==> config.mk <==
export PLATFORM = sky130hd
export DESIGN_NAME = mem_access_stage
export DESIGN_NICKNAME = d
export VERILOG_FILES = /design/src/rtl/mem_stage_pkg.sv /design/src/rtl/mem_wait_counter.sv /design/src/rtl/mem_access_stage.sv
export SDC_FILE = /design/constraint.sdc
export NUM_CORES = 1
export LEC_CHECK = 0
export CAP_MARGIN = 20
export CORE_ASPECT_RATIO = 0.5
export CORE_UTILIZATION = 42
export DETAILED_ROUTE_END_ITERATION = 7
export GPL_TIMING_DRIVEN = 0
export HOLD_SLACK_MARGIN = 0.02
export PLACE_DENSITY_LB_ADDON = 0.12
export SLEW_MARGIN = 25
export SYNTH_ARGS = -nofsm -noshare
export SYNTH_HDL_FRONTEND = slang
export SYNTH_SLANG_ARGS = --single-unit
export TNS_END_PERCENT = 5
==> constraint.sdc <==
create_clock -name clk -period 2.55 [get_ports clk]
set_input_delay 0.3825 -clock clk [delete_from_list [all_inputs] [get_ports clk]]
set_output_delay 0.3825 -clock clk [all_outputs]
set_load 0.01 [all_outputs]
==> src/rtl/mem_stage_pkg.sv <==
// Shared definitions for the pipeline MEM stage: FSM states, control-bit
// positions in the EX/MEM fields and the default bus timeout.
package mem_stage_pkg;

  typedef enum logic [1:0] {
    ST_IDLE = 2'd0,
    ST_BUSY = 2'd1,
    ST_DONE = 2'd2
  } mem_state_e;

  // Bit positions inside MEM_m
  localparam int MEM_READ  = 0;
  localparam int MEM_WRITE = 1;

  // Bit positions inside MEM_wb / MEM_wb_in
  localparam int WB_REG_WRITE  = 0;
  localparam int WB_MEM_TO_REG = 1;

  localparam int DEFAULT_TIMEOUT_CYCLES = 16;

endpackage

==> src/rtl/mem_wait_counter.sv <==
// Bus wait counter for the MEM stage. Counts up while enabled, sticks at
// TIMEOUT_CYCLES-1, and flags that value as terminal count.
module mem_wait_counter #(
  parameter int TIMEOUT_CYCLES = 16
) (
  input  logic clk,
  input  logic startin_n,
  input  logic i_clr,
  input  logic i_en,
  output logic o_tc
);

  localparam int             W  = $clog2(TIMEOUT_CYCLES);
  localparam logic [W-1:0]   TC = W'(TIMEOUT_CYCLES - 1);

  logic [W-1:0] r_count;
  logic         w_tc;

  assign w_tc = (r_count == TC);
  assign o_tc = w_tc;

  // Clear has priority; counting saturates at terminal count.
  always_ff @(posedge clk or negedge startin_n) begin
    if (!startin_n) begin
      r_count <= '0;
    end else if (i_clr) begin
      r_count <= '0;
    end else if (i_en && !w_tc) begin
      r_count <= r_count + 1'b1;
    end
  end

endmodule

==> src/rtl/mem_access_stage.sv <==
// Pipeline MEM stage: performs data-memory loads/stores over a req/ack bus,
// stalls upstream and bubbles MEM/WB while an access is outstanding.
//
// state   | meaning
// --------+-----------------------------------------------------------
// IDLE    | no access in flight; pass-through or launch a new access
// BUSY    | dmem_req held high, waiting for dmem_ack or timeout
// DONE    | result presented to MEM/WB for one cycle, upstream advances
module mem_access_stage
  import mem_stage_pkg::*;
#(
  parameter int TIMEOUT_CYCLES = DEFAULT_TIMEOUT_CYCLES
) (
  input  logic        clk,
  input  logic        startin_n,
  input  logic [1:0]  MEM_m,
  input  logic [1:0]  MEM_wb_in,
  input  logic [31:0] MEM_alu_result,
  input  logic [31:0] MEM_write_data,
  input  logic [4:0]  MEM_mux_out_in,
  output logic [1:0]  MEM_wb,
  output logic [31:0] MEM_mem_data,
  output logic [31:0] MEM_alu_result_out,
  output logic [4:0]  MEM_mux_out,
  output logic        mem_stall,
  output logic        dmem_req,
  output logic        dmem_we,
  output logic [31:0] dmem_addr,
  output logic [31:0] dmem_wdata,
  input  logic        dmem_ack,
  input  logic [31:0] dmem_rdata,
  output logic        err_misalign,
  output logic        err_timeout
);

  mem_state_e  r_state;
  mem_state_e  w_state_nxt;
  logic        r_req;
  logic        r_we;
  logic [31:0] r_addr;
  logic [31:0] r_wdata;
  logic [31:0] r_data_q;
  logic        r_timed_out;
  logic        r_err_misalign;
  logic        r_err_timeout;

  logic        w_op;
  logic        w_is_write;
  logic        w_misalign;
  logic        w_idle;
  logic        w_busy;
  logic        w_done;
  logic        w_start;
  logic        w_bad_op;
  logic        w_tc;

  assign w_op       = MEM_m[MEM_READ] | MEM_m[MEM_WRITE];
  assign w_is_write = MEM_m[MEM_WRITE];
  assign w_misalign = |MEM_alu_result[1:0];
  assign w_idle     = (r_state == ST_IDLE);
  assign w_busy     = (r_state == ST_BUSY);
  assign w_done     = (r_state == ST_DONE);
  assign w_start    = w_idle & w_op & ~w_misalign;
  assign w_bad_op   = w_idle & w_op &  w_misalign;

  mem_wait_counter #(
    .TIMEOUT_CYCLES(TIMEOUT_CYCLES)
  ) u_wait_counter (
    .clk       (clk),
    .startin_n (startin_n),
    .i_clr     (w_start),
    .i_en      (w_busy),
    .o_tc      (w_tc)
  );

  // Next-state selection; ack has priority over a same-cycle timeout.
  always_comb begin
    w_state_nxt = r_state;
    case (r_state)
      ST_IDLE: if (w_start)           w_state_nxt = ST_BUSY;
      ST_BUSY: if (dmem_ack || w_tc)  w_state_nxt = ST_DONE;
      ST_DONE:                        w_state_nxt = ST_IDLE;
      default:                        w_state_nxt = ST_IDLE;
    endcase
  end

  // State, bus-side registers, captured load data and error pulses.
  always_ff @(posedge clk or negedge startin_n) begin
    if (!startin_n) begin
      r_state        <= ST_IDLE;
      r_req          <= 1'b0;
      r_we           <= 1'b0;
      r_addr         <= '0;
      r_wdata        <= '0;
      r_data_q       <= '0;
      r_timed_out    <= 1'b0;
      r_err_misalign <= 1'b0;
      r_err_timeout  <= 1'b0;
    end else begin
      r_state        <= w_state_nxt;
      r_err_misalign <= w_bad_op;
      r_err_timeout  <= 1'b0;
      case (r_state)
        ST_IDLE: begin
          if (w_start) begin
            r_req       <= 1'b1;
            r_we        <= w_is_write;
            r_addr      <= {MEM_alu_result[31:2], 2'b00};
            r_wdata     <= MEM_write_data;
            r_timed_out <= 1'b0;
          end
        end
        ST_BUSY: begin
          if (dmem_ack) begin
            r_req    <= 1'b0;
            r_we     <= 1'b0;
            // Stores (including read+write, where write wins) return no data.
            r_data_q <= r_we ? '0 : dmem_rdata;
          end else if (w_tc) begin
            r_req         <= 1'b0;
            r_we          <= 1'b0;
            r_data_q      <= '0;
            r_timed_out   <= 1'b1;
            r_err_timeout <= 1'b1;
          end
        end
        default: begin
        end
      endcase
    end
  end

  // Pipeline-side outputs: stall/bubble while an access is pending.
  always_comb begin
    mem_stall    = w_start | w_busy;
    MEM_mem_data = w_done ? r_data_q : '0;
    MEM_wb       = 2'b00;
    if (w_idle && !w_op) begin
      MEM_wb = MEM_wb_in;
    end else if (w_done && !r_timed_out) begin
      MEM_wb = MEM_wb_in;
    end
  end

  assign MEM_alu_result_out = MEM_alu_result;
  assign MEM_mux_out        = MEM_mux_out_in;
  assign dmem_req           = r_req;
  assign dmem_we            = r_we;
  assign dmem_addr          = r_addr;
  assign dmem_wdata         = r_wdata;
  assign err_misalign       = r_err_misalign;
  assign err_timeout        = r_err_timeout;

endmodule

* Word-level counts from Yosys, hierarchy flattened
Index checks and enable logic that the tools add are counted.
** Word-level totals
- Output and inout bits :: 140
- Flip-flop bits (word level) :: 105
- Logic and storage cells :: 66
- Input port bits :: 108
** Operators by class
- Bitwise gates (word level) :: 6
- Multiplexer cells :: 24
- Reduce and logical (&&, ||, !) cells :: 17
- Add/sub/neg operators :: 1
- Equal/unequal tests :: 8
** Operators by type and width (number)
- 2-to-1 mux 32 bit :: 4
- 2-to-1 mux 1 bit :: 10
- 2-to-1 mux 2 bit :: 4
- 2-to-1 mux 4 bit :: 2
- inequality test 2 bit, second input constant :: 3
- case mux 1 bit (2 select lines) :: 3
- AND reduction 2 bit :: 3
- nonzero test 2 bit :: 3
- adder 4 x 1 -> 4 bit, second input constant :: 1
- equality test 4 bit, second input constant :: 1
- case mux 2 bit (2 select lines) :: 1
- AND reduction 4 bit :: 1
- bitwise AND 1 bit :: 3
- logical AND 1 bit :: 3
- logical NOT 1 bit :: 3
- inequality test 3 bit, second input constant :: 1
- AND reduction 3 bit :: 1
- equality test 2 x 1 -> 1 bit, second input constant :: 1
- equality test 2 bit, second input constant :: 1
- logical NOT 2 bit :: 1
- inequality test 2 x 1 -> 1 bit, second input constant :: 1
- OR 1 bit :: 2
- OR reduction 2 bit :: 1
- logical OR 1 bit :: 1
- NOT 1 bit :: 1

* Logic depth before layout (Yosys ltp)
- Word-level depth :: 5
- Mapped depth :: 6

* Cells and area by module
Synthesis repeated with hierarchy kept, for this count alone.
** Unflattened totals
- Cell total of the unflattened synthesis :: 329
- Area, all modules :: 4491.8 µm²
** By module, submodules not included
- mem_access_stage :: area an instance 4262.8 µm², times used 1, cells each 309
- mem_wait_counter :: area an instance 229.0 µm², times used 1, cells each 20

* Worst setup path before layout
Ideal clock, no wire load.
- Path kind :: input -> register
- Start point :: in MEM_alu_result[1]
- End point :: reg r_addr[11], in the netlist dmem_addr[11]
- Arrival :: 1.523 ns
- Slack :: 0.900 ns
- Library setup time :: 0.127 ns
- Buffers on the path :: 2
- Cell stages on the path :: 5
- Cells stage by stage :: or2_1 nor3_2 buf_4 buf_6 mux2_1
** On the way
- Longest elaborated chain between the ends :: 4
** Ends and longest elaborated chain
- from (decl) :: RTL line mem_access_stage.sv:18 : input logic [31:0] MEM_alu_result,
- OR reduction 2 bit :: RTL line mem_access_stage.sv:59 : assign w_misalign = |MEM_alu_result[1:0];
- NOT 1 bit :: RTL line mem_access_stage.sv:63 : assign w_start = w_idle & w_op & ~w_misalign;
- bitwise AND 1 bit :: RTL line mem_access_stage.sv:63
- AND reduction 2 bit (no line)
- to (signal assigned) :: RTL line mem_access_stage.sv:108 : r_addr <= {MEM_alu_result[31:2], 2'b00};
- to (decl) :: RTL line mem_access_stage.sv:40 : logic [31:0] r_addr;
Every way passes these cells.
A chain may end at the register's enable or synchronous reset.

* Worst setup path after layout
- Start point :: in MEM_alu_result[1]
- End point :: out mem_stall
** On the way
- Longest elaborated chain between the ends :: 4
** Ends and longest elaborated chain
- OR reduction 2 bit :: RTL line mem_access_stage.sv:59
- NOT 1 bit :: RTL line mem_access_stage.sv:63
- bitwise AND 1 bit :: RTL line mem_access_stage.sv:63
- OR 1 bit :: RTL line mem_access_stage.sv:135 : mem_stall = w_start | w_busy;
- to (decl) :: RTL line mem_access_stage.sv:25 : output logic mem_stall,
Every way passes these cells.

==> results.yml <==
synth:
  yosys.area.top_type: "dfrtp_1"
  synth_common_cells: "dfrtp_1, buf_4, mux2_2, and2_1, a22o_1"
  ys_seq_area_share_pct: 58.7
  syn_avg_cell_area_um2: 13.6
  synthCells: 330
  synth_top_area_share_pct: 58.7
  yosysMostFrequentCell: "dfrtp_1"
  synthArstFlopShare_pct: 100
  netlist_area_um2: 4480
  yosys_warnings: 0
  ys_types: 34
  synth_top_flop_cell: "dfrtp_1"
  ys_ff_latch: 105
  ys_top_cells_by_area: "dfrtp_1, mux2_2, buf_4"
  synth_edf_count: 0
status:
  status: "finished, final reports clean"
clocking:
  clockBufferDepth: 2
  clkLatencyLatePin_ns: 0.34
  clkSinkCount: 105
  cts_tree: "yes"
  cts.clk_slew.worst_paths_ns: 0.07
  cts_buffers: 9
  root_buffer: "clkbuf_16"
  postCtsSetupRepairBufs: 0
  htreeDepth: 3
die:
  die_y_um: 75.0
  initial_core_util_pct: 43.6
  ios: 248
  rows: 26
  dieArea_um2: 11100
  core_um2: 10300
  fp.dieW_um: 148
sta:
  fin_skew_ns: 0.00591
  finalHoldViolations: 0
  drv_slew: 0
  fin_crit_sh_pct: 97.9
  fin_tns_setup_ns: 0
  fmax_mhz: 401
  grt_setup_unrepaired: "false"
  finalSetupViolCount: 0
  layout_min_cycle_time_ns: 2.50
global_routing:
  grtUsageMet2_pct: 35.3
  grt_pass1_vias: 3466
  met3_usage_pct: 7.09
  grt_pass1_wl_mm: 17.6
  overflow: 0
  grt_usage_pct: 20.5
  grt.busiest_layer: "met2"
  grt_max_degree: 73
  use_met1_pct: 25.6
  antenna_found_initial: 0
placed_design:
  dp_hpwl_mm: 8.45
  gp_congestion: 0.787
  dp.cells: 712
  placed_cell_area_um2: 7090
  port_buffers: 240
detailed_routing:
  dr.pass1.iters: 4
  vias_per_cell: 4.69
  drc: 0
  wl_per_cell_um: 15.5
  num_vias: 3418
  drt-total-wl_mm: 11.3
  final_antenna_net_count: 0
  drt_iter0_drc: 111
finish:
  antenna_cells: 0
  drive_above_1_share_pct: 18.8
  finalInstanceArea_um2: 7410
  layoutNonFillerInstCount: 729
  syn_to_final_growth_pct: 65.4
  num-nets-final: 693
setup_path:
  startpoint_type: "input pin"
  crit_required_ns: 2.17
  critPathKind: "in -> out"
  arrival_ns: 2.11
  crit_path_end_kind: "output pin"
  ff2ff_setup_slack_ns: 0.56
  cp_max_fo: 5
run:
  maxCapViolCount: 0
min_path:
  worstHoldPathType: "reg -> reg"
power:
  power_density_nw_per_um2: 771
  ir_drop_uv: 467
  leakage_nw: 3.18
  p_total_mw: 5.71
worst paths after layout:
check                             startpoint        endpoint  depth (start not counted)
min in group asynchronous          startin_n  dmem_wdata[13]                          2
max reg2reg                       r_state[0]   dmem_addr[12]                          5
max                        MEM_alu_result[1]       mem_stall                          5
min                                 dmem_req        dmem_req                          1
min reg2reg                         dmem_req        dmem_req                          1
max in group asynchronous          startin_n   dmem_addr[22]                          3
routing by layer:
layer	wire length (um)	up-vias
met5	0	-
met4	94	0
met3	832	8
met2	5680	117
met1	4710	1666
li1	-	1627
where the power goes:
part	switching (mW)	internal, mW
clock network	0.595	0.785
registers	0.266	2.20
logic	0.662	1.21
total	1.52	4.19
metrics by stage:
step                      util [%]  setup WS (ns)  hold WS, ns
after CTS                     72.0         0.0280        0.489
after detailed placement      69.0         0.0368        0.297
final                         72.1         0.0531        0.489
after global placement        68.7          -3.02        0.461
after global routing          72.1         0.0138        0.494
after floorplan                  -          0.900       0.0869
area by class of cell:
| type | count | area, um2 |
|---|---|---|
| fill | 777 | 2870 |
| sequential | 105 | 2630 |
| timing repair buffer | 242 | 2440 |
| multi-input combinational | 168 | 1460 |
| buffer | 57 | 398 |
| clock buffer | 11 | 243 |
| tap | 140 | 175 |
| clock inverter | 5 | 55.1 |
| inverter | 1 | 3.75 |
placed cells by master, fill, tap and decap left out, types with 2 or more instances in the layout:
master           instances
nand3_1                  4
buf_6                    4
a22o_1                  32
clkinvlp_4               2
a21oi_1                  4
o31ai_1                  3
and2_1                  34
nand2b_1                 2
mux2_2                  37
clkdlybuf4s50_1        239
or3_1                    3
clkbuf_1                 6
clkbuf_2                 3
or2_1                    2
conb_1                   2
clkinv_2                 2
mux2_1                  25
buf_4                   40
o21ai_0                  2
buf_2                    6
dfrtp_1                105
clkbuf_16                9
sequential cells by signal (all words and copies together) (netlist names):
register,count
r_timed_out,1
dmem_req,1
dmem_we,1
err_misalign,1
err_timeout,1
u_wait_counter.r_count,4
r_data_q,32
dmem_wdata,32
r_state,2
dmem_addr,30
repair_timing:
item                       CTS  global route
setup endpoints to repair   30            21
gates resized for setup      2             5
hold buffers                 1             0
hold endpoints to repair    33             0
cells by family (layout without fill, tap and decap cells):
group                      Yosys count  in the layout  share of synthesized area [%]
buffers and inverters               58            316                           8.89
and+or+nand+nor                     56             56                           7.88
other                                1              2                         0.0837
AOI/OAI and AO/OA                   46             46                           8.38
adders and majority gates            1              1                          0.279
muxes                               63             63                           15.8
DFF                                105            105                           58.7
worst max-delay path, stage by stage:
cell,delay [ns]
clkdlybuf4s50_1,0.41
or2_1,0.31
or3_4,0.41
nand2_1,0.07
clkdlybuf4s50_1,0.54
(Power assumes the default switching activity.)
